--- config.mk ---
export PLATFORM = sky130hd
export DESIGN_NAME = overlap_feed
export DESIGN_NICKNAME = d
export VERILOG_FILES = /design/src/rtl/overlap_feed.sv
export SDC_FILE = /design/constraint.sdc
export NUM_CORES = 1
export LEC_CHECK = 0
export BUFFER_PORTS_ARGS = -buffer_cell sky130_fd_sc_hd__buf_2
export CAP_MARGIN = 20
export CORE_ASPECT_RATIO = 0.5
export CORE_UTILIZATION = 45
export DETAILED_ROUTE_END_ITERATION = 10
export GPL_ROUTABILITY_DRIVEN = 0
export SLEW_MARGIN = 20
export SYNTH_ARGS = -nofsm -noshare
export SYNTH_HDL_FRONTEND = slang
export SYNTH_SLANG_ARGS = --single-unit
--- constraint.sdc ---
create_clock -name clk_i -period 6.35 [get_ports clk_i]
set_clock_uncertainty 0.2 [all_clocks]
set_input_delay 1.27 -clock clk_i [delete_from_list [all_inputs] [get_ports clk_i]]
set_output_delay 1.27 -clock clk_i [all_outputs]
set_load 0.05 [all_outputs]
--- src/rtl/overlap_feed.sv ---
// Transposed-convolution feed: multiplies each accepted pixel by every row of a
// preloaded KxK kernel and streams K product row vectors to the overlap-add stage.
module overlap_feed #(
  parameter int PIX_WIDTH       = 8,
  parameter int SIZE_OF_WEIGHT  = 5,
  parameter int SIZE_OF_FEATURE = 2
) (
  input  logic                                clk_i,
  input  logic                                rst_i,
  input  logic [31:0]                         i_param_cfg_feature,
  input  logic                                start_i,
  input  logic                                w_valid_i,
  input  logic [SIZE_OF_WEIGHT*PIX_WIDTH-1:0] w_row_i,
  output logic                                w_ready_o,
  input  logic                                valid_i,
  input  logic [PIX_WIDTH-1:0]                pixel_i,
  output logic                                ready_o,
  output logic [SIZE_OF_WEIGHT*PIX_WIDTH-1:0] buffer_o,
  output logic                                valid_o,
  output logic                                wr_en_o,
  output logic [5:0]                          row_idx_o,
  output logic                                frame_done_o,
  output logic                                busy_o
);

  localparam int K  = SIZE_OF_WEIGHT;
  localparam int PW = PIX_WIDTH;
  localparam int VW = K * PW;
  localparam int RW = (K > 1) ? $clog2(K) : 1;
  localparam int CW = 12;
  localparam logic [RW-1:0] R_LAST = RW'(K - 1);

  typedef enum logic [1:0] {
    S_IDLE   = 2'd0,
    S_LOAD_W = 2'd1,
    S_RUN    = 2'd2
  } state_e;

  state_e          state_q, state_d;
  logic [RW-1:0]   beat_q, beat_d;
  logic [CW-1:0]   total_q, total_d;
  logic [CW-1:0]   cnt_q, cnt_d;
  logic [PW-1:0]   pix_q, pix_d;
  logic            held_q, held_d;
  logic [RW-1:0]   r_q, r_d;
  logic [VW-1:0]   w_q [K];
  logic [VW-1:0]   w_d [K];
  logic [VW-1:0]   buffer_q, buffer_d;
  logic            valid_q, valid_d;
  logic [5:0]      row_q, row_d;
  logic            done_q, done_d;

  logic            accept_s;
  logic            w_ready_s;
  logic            ready_s;
  logic            busy_s;
  logic            r_last_s;
  logic            beat_last_s;
  logic [5:0]      f_sel_s;
  logic [VW-1:0]   w_sel_s;
  logic [VW-1:0]   prod_vec_s;
  logic [2*PW-1:0] prod_s [K];
  logic            unused_cfg_s;

  assign unused_cfg_s = ^i_param_cfg_feature[31:6];
  assign r_last_s     = (r_q == R_LAST);
  assign beat_last_s  = (beat_q == R_LAST);
  assign accept_s     = valid_i && ready_s;
  assign f_sel_s      = (i_param_cfg_feature[5:0] == 6'd0) ? 6'(SIZE_OF_FEATURE)
                                                         : i_param_cfg_feature[5:0];

  // state register
  always_ff @(posedge clk_i or negedge rst_i) begin
    if (!rst_i) begin
      state_q <= S_IDLE;
    end else begin
      state_q <= state_d;
    end
  end

  // next-state logic; RUN leaves on the cycle the final vector is presented
  always_comb begin
    state_d = state_q;
    case (state_q)
      S_IDLE: begin
        if (start_i) begin
          state_d = S_LOAD_W;
        end else begin
          state_d = S_IDLE;
        end
      end
      S_LOAD_W: begin
        if (w_valid_i && beat_last_s) begin
          state_d = S_RUN;
        end else begin
          state_d = S_LOAD_W;
        end
      end
      S_RUN: begin
        if (done_q) begin
          state_d = S_IDLE;
        end else begin
          state_d = S_RUN;
        end
      end
      default: state_d = S_IDLE;
    endcase
  end

  // state-decoded handshake outputs
  always_comb begin
    w_ready_s = (state_q == S_LOAD_W);
    busy_s    = (state_q != S_IDLE);
    ready_s   = (state_q == S_RUN) && (!held_q || r_last_s) && (cnt_q < total_q);
  end

  // one full-width product per kernel column, upper half kept
  always_comb begin
    w_sel_s    = w_q[r_q];
    prod_vec_s = '0;
    for (int j = 0; j < K; j++) begin
      prod_s[j] = {{PW{1'b0}}, pix_q} * {{PW{1'b0}}, w_sel_s[j*PW +: PW]};
      prod_vec_s[j*PW +: PW] = prod_s[j][2*PW-1:PW];
    end
  end

  // frame setup, weight load and pixel hold sequencing
  always_comb begin
    beat_d  = beat_q;
    total_d = total_q;
    cnt_d   = cnt_q;
    pix_d   = pix_q;
    held_d  = held_q;
    r_d     = r_q;
    w_d     = w_q;

    if ((state_q == S_IDLE) && start_i) begin
      beat_d  = '0;
      cnt_d   = '0;
      total_d = CW'(f_sel_s) * CW'(f_sel_s);
    end else if ((state_q == S_LOAD_W) && w_valid_i) begin
      w_d[beat_q] = w_row_i;
      beat_d      = beat_last_s ? '0 : beat_q + RW'(1);
    end else begin
      beat_d = beat_q;
    end

    if (accept_s) begin
      pix_d  = pixel_i;
      held_d = 1'b1;
      r_d    = '0;
      cnt_d  = cnt_q + CW'(1);
    end else if (held_q) begin
      if (r_last_s) begin
        held_d = 1'b0;
        r_d    = '0;
      end else begin
        r_d = r_q + RW'(1);
      end
    end else begin
      r_d = r_q;
    end
  end

  // output vector formation
  always_comb begin
    buffer_d = buffer_q;
    row_d    = row_q;
    valid_d  = 1'b0;
    done_d   = 1'b0;
    if (held_q) begin
      buffer_d = prod_vec_s;
      row_d    = 6'(r_q);
      valid_d  = 1'b1;
      done_d   = r_last_s && (cnt_q == total_q);
    end else begin
      valid_d = 1'b0;
      done_d  = 1'b0;
    end
  end

  // datapath and output registers
  always_ff @(posedge clk_i or negedge rst_i) begin
    if (!rst_i) begin
      beat_q   <= '0;
      total_q  <= '0;
      cnt_q    <= '0;
      pix_q    <= '0;
      held_q   <= 1'b0;
      r_q      <= '0;
      buffer_q <= '0;
      valid_q  <= 1'b0;
      row_q    <= 6'd0;
      done_q   <= 1'b0;
      for (int i = 0; i < K; i++) begin
        w_q[i] <= '0;
      end
    end else begin
      beat_q   <= beat_d;
      total_q  <= total_d;
      cnt_q    <= cnt_d;
      pix_q    <= pix_d;
      held_q   <= held_d;
      r_q      <= r_d;
      buffer_q <= buffer_d;
      valid_q  <= valid_d;
      row_q    <= row_d;
      done_q   <= done_d;
      for (int i = 0; i < K; i++) begin
        w_q[i] <= w_d[i];
      end
    end
  end

  assign w_ready_o    = w_ready_s;
  assign ready_o      = ready_s;
  assign busy_o       = busy_s;
  assign buffer_o     = buffer_q;
  assign valid_o      = valid_q;
  assign wr_en_o      = valid_q;
  assign row_idx_o    = row_q;
  assign frame_done_o = done_q;

endmodule

==> results of run 1 <==
## through the flow
stage                     utilization  hold slack [ns]  std cells  area, sq um
after floorplan                     -           0.2263       2186        23050
after global placement         0.4923           0.2658       2973        24790
after detailed placement       0.4923           0.2695       2973        24790
after CTS                      0.5121           0.2836       3027        25790
after global routing           0.5123           0.2969       3028        25800
final                          0.5124           0.2791       3029        25810
## metal layers
| metal | share of wire | global-route usage | vias up |
|---|---|---|---|
| li1 | - | - | 7622 |
| met1 | 0.49 | 0.3200 | 8194 |
| met2 | 0.45 | 0.3489 | 244 |
| met3 | 0.045 | 0.03017 | 69 |
| met4 | 0.018 | 0.04091 | 2 |
| met5 | 0.00031 | 0 | - |
## layout make-up
type / instances / area (sq um)
antenna: 2 / 5.005
inverter: 248 / 930.9
fill: 4696 / 24560
multi-input combinational: 1560 / 14610
timing repair buffer: 190 / 1256
clock buffer: 45 / 887.1
sequential: 285 / 7139
clock inverter: 9 / 113.9
tap: 690 / 863.3
## synth_stat cells, drive strengths merged, types with 11 or more instances
master / n
mux2: 231
nand4: 16
o22ai: 30
xor2: 14
xnor2: 16
ha: 193
nor3: 11
mux2i: 72
o21ai: 53
a21oi: 71
nand2: 130
and2: 194
buf: 38
nand3: 33
nand2b: 13
inv: 246
a21o: 29
dfrtp: 285
nor2: 120
clkbuf: 55
fa: 183
and3: 13
## flip-flops by register name, indices dropped and copies added, names as in the netlist, 2 cells and up
register and cells:
beat_q 3, buffer_o 40, cnt_q 12, pix_q 8
r_q 3, row_idx_o 3, state_q 2, total_q 11
w_q 200
## cells by family (layout without fill, tap and decap cells)
group / after synthesis / in the layout / synth area share
xor+xnor: 30 / 30 / 0.01140
mux: 309 / 309 / 0.1502
fa+ha+maj: 376 / 376 / 0.2638
compound gates: 265 / 265 / 0.07723
simple gates: 577 / 577 / 0.1299
flops: 285 / 285 / 0.3095
other cells: 1 / 5 / 0.0001628
buf+inv: 341 / 492 / 0.05773
## how the worst max path moves through the flow
stage           start            to  slack [ns]  depth (start not counted)
2_1_floorplan  r_q[0]  buffer_o[39]        0.41                         22
3_3_place_gp   r_q[0]  buffer_o[30]        0.36                         20
3_5_place_dp   r_q[0]  buffer_o[30]        0.33                         20
4_1_cts        r_q[0]  buffer_o[30]        0.27                         20
5_1_grt        r_q[0]  buffer_o[30]        0.04                         20
6_report       r_q[0]  buffer_o[30]        0.29                         20
## what timing repair did
action	in CTS	in global routing
gates resized for setup	0	1
setup buffers	0	0
setup endpoints to repair	0	1
==> summary.md, run 1 <==
| Metric | Value |
|---|---|
| Root Buffer | `clkbuf_16` |
| Post-route DRC | `0` |
| Layout area overhead | `12.01%` |
| CTS clk-pin slew, worst paths | `0.06 ns` |
| Most common cell after layout, fill and taps aside | `dfrtp_1` |
| Worst path bufs/invs | `4` |
| Count of antenna-violating nets left after detailed routing | `0` |
| Synth warn | `0` |
| FF-to-FF path depth | `20` |
| CTS buffer count | `30` |
| Global-route wire length before repair | `90530 um` |
| Worst EP required | `6.62 ns` |
| Mean Syn Cell Area | `10.55 sq um` |
| Final #Nets | `2776` |
| Hold Buf Count CTS | `0` |
| Hold Path Sink | `cnt_q[11]` |
| Largest net degree at the start of global routing | `107` |
| Setup total negative slack | `0 ns` |
| Worst Hold Path Cells | `1` |
| Top Ports | `137` |
| CP Capture Type | `flip-flop` |
| Max cap viols | `0` |
| FFs w/ async S/R, synth | `1.000` |
| Wire per inst | `18.18 um` |
| PortBufs | `107` |
| Number of flops mapped to enable cells by yosys | `0` |
| First-pass DRT Iterations | `5` |
| Crit Path Max Fanout | `11` |
| Crit path largest cell delay | `0.64 ns` |
| Routed wire length | `55060 um` |
| RR Endpoint | `buffer_o[30]` |
| RSZ-0062 raised after global routing | `false` |
| Synth top area share | `0.3095` |
| GR Overflow Total | `0` |
| Total Die Area | `52160 sq um` |
| Vias in the first global route | `16690` |
| Proportion of layout cells with a drive suffix above 1 | `0.2105` |
| Tightest Hold Check Type | `reg2reg` |
| Hold Path Origin | `cnt_q[11]` |
| CTS tree | `yes` |
| Outcome | `finished, final reports clean` |
| Cell count after synthesis | `2184` |
| Via count | `16130` |
| Count of final setup violators | `0` |
| CP dominant cell by count | `fa_1` |
| Dpl hpwl | `39420 um` |
| Worst path slowest cell | `o22ai_1` |
| Worst setup SP type | `flip-flop` |
| Core region area | `50360 sq um` |
| Core Rows | `58` |
| Initial Utilization | `0.4575` |
| Top cell type by total area after synthesis | `dfrtp_1` |
| Critical Path AT | `6.33 ns` |
| Yosys cell types | `80` |
| Slew headroom | `0.2754` |
| Reg2Reg Launch Point | `r_q[0]` |
| Slew @ Worst Pin | `1.087 ns` |
| Commonest cells after routing, fill and taps aside | `dfrtp_1, inv_1, mux2_2, and2_1, ha_1` |
| Register area share after synthesis | `0.3095` |
| Worst Slack Setup Final | `0.2869 ns` |
| GR Util All Layers | `0.2189` |
| Internal reg-to-reg setup slack | `0.29 ns` |
| Synth area leaders | `dfrtp_1, fa_1, mux2_2, ha_1, and2_1` |
| # H-tree levels | `1` |
| Clock Path Buffers | `3` |
| Synthesized area | `23040 sq um` |
| Worst skew pair latency | `0.62 ns` |
| Place WS | `0.3332 ns` |
| Peak Freq | `164.9 MHz` |
| Minimum clock period | `6.063 ns` |
| Yosys reg bits | `285` |
| Main synth FF type | `dfrtp_1` |
| Pins Over Slew Limit | `0` |
| Die X-Extent | `322.0 um` |
| Largest delay share family, worst path | `adder cells` |
| Crit path cell chain | `nor2b_2, buf_4, a21oi_1, o22ai_1, buf_4, and2_1, fa_1, fa_1, fa_1, inv_1, fa_1, inv_1, ha_1, a21o_1, a21o_1, a21oi_1, o21ai_0, a21oi_1, xnor2_1, mux2_2` |
| CTS sink cnt | `285` |
| DRT iter0 DRCs | `1055` |
| Final Hold Vio Count | `0` |
| Critical path class | `reg2reg` |
| Die Y | `162 um` |
| Vias/cell | `5.326` |
| Tcrit/Tclk final | `0.9548` |
| Initial antenna violation count | `3` |
Power of run 1 is left out: the tool's default activity adds up to more than one toggle a clock period on the data nets, which glitch-free logic cannot reach.
==> run 2, diff against run 1 <==
MAX_ROUTING_LAYER = met4   (was default)
==> summary.md, run 2 (synthesis gave the netlist of run 1 again) <==
| Metric | Value |
|---|---|
| GR Util All Layers | `0.2256` |
| Crit. Startpoint | `r_q[0]` |
| Dpl hpwl | `39420 um` |
| Core Rows | `58` |
| Worst EP required | `6.62 ns` |
| Global-route wire length before repair | `90500 um` |
| Clock Path Buffers | `3` |
| Worst skew pair latency | `0.62 ns` |
| Tcrit/Tclk final | `0.9603` |
| Uppermost layer routed | `met4` |
| CTS buffer count | `30` |
| RSZ-0062 raised after global routing | `false` |
| Die X-Extent | `322.0 um` |
| CP Capture Type | `flip-flop` |
| Total Die Area | `52160 sq um` |
| Max cap viols | `0` |
| First-pass DRT Iterations | `5` |
| Final Hold Vio Count | `0` |
| Worst setup SP type | `flip-flop` |
| Vias/cell | `5.310` |
| Initial antenna violation count | `3` |
| Peak Freq | `164.0 MHz` |
| Outcome | `finished, final reports clean` |
| Vias in the first global route | `16710` |
| Setup total negative slack | `0 ns` |
| Reg2Reg Launch Point | `r_q[0]` |
| Fillers | `4696` |
| Slew @ Worst Pin | `1.126 ns` |
| Core region area | `50360 sq um` |
| Post-route cell area | `25810 sq um` |
| Final #Nets | `2776` |
| CTS tree | `yes` |
| Met3 WL post-DR | `2571 um` |
| PortBufs | `107` |
| Layout area overhead | `12.02%` |
| Initial Utilization | `0.4575` |
| Crit Path Max Fanout | `11` |
| Slew headroom | `0.2492` |
| GR Overflow Total | `0` |
| Post-route DRC | `0` |
| Count of antenna-violating nets left after detailed routing | `0` |
| Flip-flop count of the largest register after layout | `200` |
| # H-tree levels | `1` |
| Hold Path Origin | `cnt_q[11]` |
| CTS clk-pin slew, worst paths | `0.06 ns` |
| Proportion of layout cells with a drive suffix above 1 | `0.2105` |
| DRT iter0 DRCs | `1032` |
| Via count | `16090` |
| Multi-input gate area | `14610 sq um` |
| Routed wire length | `55110 um` |
| CTS sink cnt | `285` |
| Root Buffer | `clkbuf_16` |
| Wire per inst | `18.19 um` |
| Wl on met1 | `26780 um` |
| # Post-CTS Setup Buffers | `0` |
| Pins Over Slew Limit | `0` |
| Die Y | `162 um` |
| Top Ports | `137` |
| Most flops, register | `w_q` |
| Commonest cells after routing, fill and taps aside | `dfrtp_1, inv_1, mux2_2, and2_1, ha_1` |
| Most common cell after layout, fill and taps aside | `dfrtp_1` |
| Largest net degree at the start of global routing | `107` |
| Reg area | `7139 sq um` |
| Count of final setup violators | `0` |
| Minimum clock period | `6.098 ns` |
| Tightest Hold Check Type | `reg2reg` |
| Critical Path AT | `6.37 ns` |
| Met2 Wirelength | `24670 um` |
| Critical path class | `reg2reg` |
| Placed instance area | `24790 sq um` |
==> run 2: path summary, 6_finish.rpt <==
path	end	slack, ns	cells past startpoint
max in group asynchronous	held_q	4.23	2
hold reg to reg	cnt_q[11]	0.28	1
setup reg to reg	buffer_o[30]	0.25	20
hold / removal	cnt_q[11]	0.28	1
setup / recovery	buffer_o[30]	0.25	20
min in group asynchronous	buffer_o[22]	0.53	1
==> run 2: final cells by class <==
cell class                 instances  area share
clock buffer                      45     0.03437
inverter                         248     0.03607
tap                              690     0.03345
sequential                       285      0.2766
clock inverter                     9    0.004412
timing repair buffer             190     0.04867
multi-input combinational       1560      0.5661
antenna                            3   0.0002909
==> run 2: metal layers <==
metal	up-vias	global-route usage
met1	8149	0.3189
met3	73	0.03080
met2	249	0.3487
li1	7618	-
met4	0	0.04242
met5	-	-
==> run 2: through the flow <==
stage            util  hold slack [ns]  setup WS (ns)  cells
6_report       0.5124           0.2791         0.2524   3030
2_1_floorplan       -           0.2263         0.4125   2186
3_3_place_gp   0.4923           0.2658         0.3646   2973
4_1_cts        0.5121           0.2836         0.2715   3027
5_1_grt        0.5124           0.2969        0.03611   3029
3_5_place_dp   0.4923           0.2695         0.3332   2973
==> run 2: repair_timing <==
action                                 CTS  global route
setup endpoints to repair                0             1
hold buffers                             0             0
endpoints found under the hold margin    0             0
gates resized for setup                  0             1
==> run 2: critical path: stages, from the launching register on <==
cell and delay (ns):
dfrtp_4 0.51, nor2b_2 0.24, buf_4 0.24, a21oi_1 0.09, o22ai_1 0.67, buf_4 0.25
and2_1 0.14, fa_1 0.45, fa_1 0.50, fa_1 0.49, inv_1 0.05, fa_1 0.47
inv_1 0.04, ha_1 0.36, a21o_1 0.21, a21o_1 0.17, a21oi_1 0.13, o21ai_0 0.08
a21oi_1 0.28, xnor2_1 0.10, mux2_2 0.26
Power of run 2 is left out for the same reason.
==> run 3, diff against run 2 <==
BUFFER_PORTS_ARGS = default   (was -buffer_cell sky130_fd_sc_hd__buf_2)
DONT_BUFFER_PORTS = 1   (was default)
==> summary.md, run 3 (synthesis gave the netlist of run 1 again) <==
| Metric | Value |
|---|---|
| CTS buffer count | `29` |
| Initial antenna violation count | `5` |
| Worst EP required | `6.65 ns` |
| Initial Utilization | `0.4575` |
| Critical path class | `reg2reg` |
| Place WS | `0.2275 ns` |
| CTS clk-pin slew, worst paths | `0.07 ns` |
| Count of final setup violators | `0` |
| Slew headroom | `0.2537` |
| CTS resizes | `0` |
| Non-filler cells in the finished layout | `2927` |
| Outcome | `finished, final reports clean` |
| # Post-CTS Setup Buffers | `0` |
| Post-route DRC | `0` |
| Final #Nets | `2671` |
| Critical Path AT | `6.40 ns` |
| DRT iter0 DRCs | `857` |
| Hold_ws | `0.1619 ns` |
| Clock Path Buffers | `3` |
| Tcrit/Tclk final | `0.9614` |
| First-pass DRT Iterations | `5` |
| GR Util All Layers | `0.2206` |
| Worst skew pair latency | `0.60 ns` |
| Die X-Extent | `322.0 um` |
| CP Capture Type | `flip-flop` |
| Dpl hpwl | `38940 um` |
| Routed wire length | `54750 um` |
| Core region area | `50360 sq um` |
| Setup total negative slack | `0 ns` |
| Count of antenna-violating nets left after detailed routing | `0` |
| Hold Buf Count CTS | `0` |
| PortBufs | `0` |
| Via count | `15810` |
| Layout area overhead | `9.531%` |
| Root Buffer | `clkbuf_16` |
| Slew @ Worst Pin | `1.119 ns` |
| GR Overflow Total | `0` |
| Die Y | `162 um` |
| Final Hold Vio Count | `0` |
| Flip-flop count of the largest register after layout | `200` |
| Most common cell after layout, fill and taps aside | `dfrtp_1` |
| Crit Path Max Fanout | `23` |
| Worst Slack Setup Final | `0.2450 ns` |
| Minimum clock period | `6.105 ns` |
| Most flops, register | `w_q` |
| Top Ports | `137` |
| Largest net degree at the start of global routing | `286` |
| Wire per inst | `18.70 um` |
| Peak Freq | `163.8 MHz` |
| Pins Over Slew Limit | `0` |
| Total Die Area | `52160 sq um` |
| Placed cell count | `2869` |
| Core Rows | `58` |
| RSZ-0062 raised after global routing | `false` |
| CTS sink cnt | `285` |
| Commonest cells after routing, fill and taps aside | `dfrtp_1, inv_1, mux2_2, and2_1, ha_1` |
| Worst setup SP type | `flip-flop` |
| Vias/cell | `5.400` |
| Tightest Hold Check Type | `in2async` |
| Max cap viols | `0` |
| # H-tree levels | `1` |
| CTS tree | `yes` |
| Vias in the first global route | `16140` |
| Global-route wire length before repair | `88360 um` |
| Proportion of layout cells with a drive suffix above 1 | `0.1764` |
## run 3: changes by cell type in the layout (fill, tap and decap cells not counted), moves of 2 or more
cell / previous run / this run
dfrtp_4: 1 / 3
o22ai_2: 0 / 2
clkinv_2: 1 / 8
dfrtp_2: 3 / 1
o22ai_1: 30 / 28
buf_2: 106 / 0
clkbuf_1: 7 / 4
clkbuf_8: 8 / 3
buf_12: 7 / 4
buf_4: 76 / 81
## run 3: worst paths after layout
check | depth (start not counted) | slack, ns | start | endpoint
worst max-delay path | 20 | 0.25 | r_q[0] | buffer_o[30]
worst min-delay path | 0 | 0.16 | rst_i | buffer_o[31]
worst max register to register | 20 | 0.25 | r_q[0] | buffer_o[30]
worst min register to register | 1 | 0.28 | cnt_q[11] | cnt_q[11]
max in group asynchronous | 0 | 5.15 | rst_i | held_q
min in group clk_i | 1 | 0.28 | cnt_q[11] | cnt_q[11]
## run 3: cell type report
cell class,count,area (sq um)
diodes,4,10.01
clock buffers,36,782.0
repair buffers,86,699.4
clock inverters,18,177.7
inverters,248,930.9
well taps,690,863.3
fillers,4677,25130
flip-flops and latches,285,7144
multi-input cells,1560,14630
## run 3: per-layer routing
layer,share of wire,GRT usage,up-vias
met2,0.44,0.3376,273
li1,-,-,7431
met3,0.058,0.04140,76
met5,0,-,-
met4,0.022,0.04589,0
met1,0.48,0.3057,8025
## run 3: per-stage QoR
| stage | utilization | cell area (sq um) |
|---|---|---|
| detailed placement | 0.4813 | 24240 |
| finish | 0.5011 | 25240 |
| floorplan | - | 23050 |
| global placement | 0.4813 | 24240 |
| CTS | 0.5003 | 25200 |
| global route | 0.5009 | 25230 |
## run 3: critical path: stages, from the launching register on
cell,delay (ns)
dfrtp_4,0.58
nor2b_2,0.26
buf_12,0.21
a21oi_1,0.09
o22ai_1,0.66
buf_4,0.25
and2_1,0.14
fa_1,0.44
fa_1,0.51
fa_1,0.49
inv_1,0.05
fa_1,0.47
inv_1,0.04
ha_1,0.35
a21o_1,0.21
a21o_1,0.17
a21oi_1,0.12
o21ai_0,0.09
a21oi_1,0.30
xnor2_1,0.10
mux2_2,0.26
Power of run 3 is left out for the same reason.
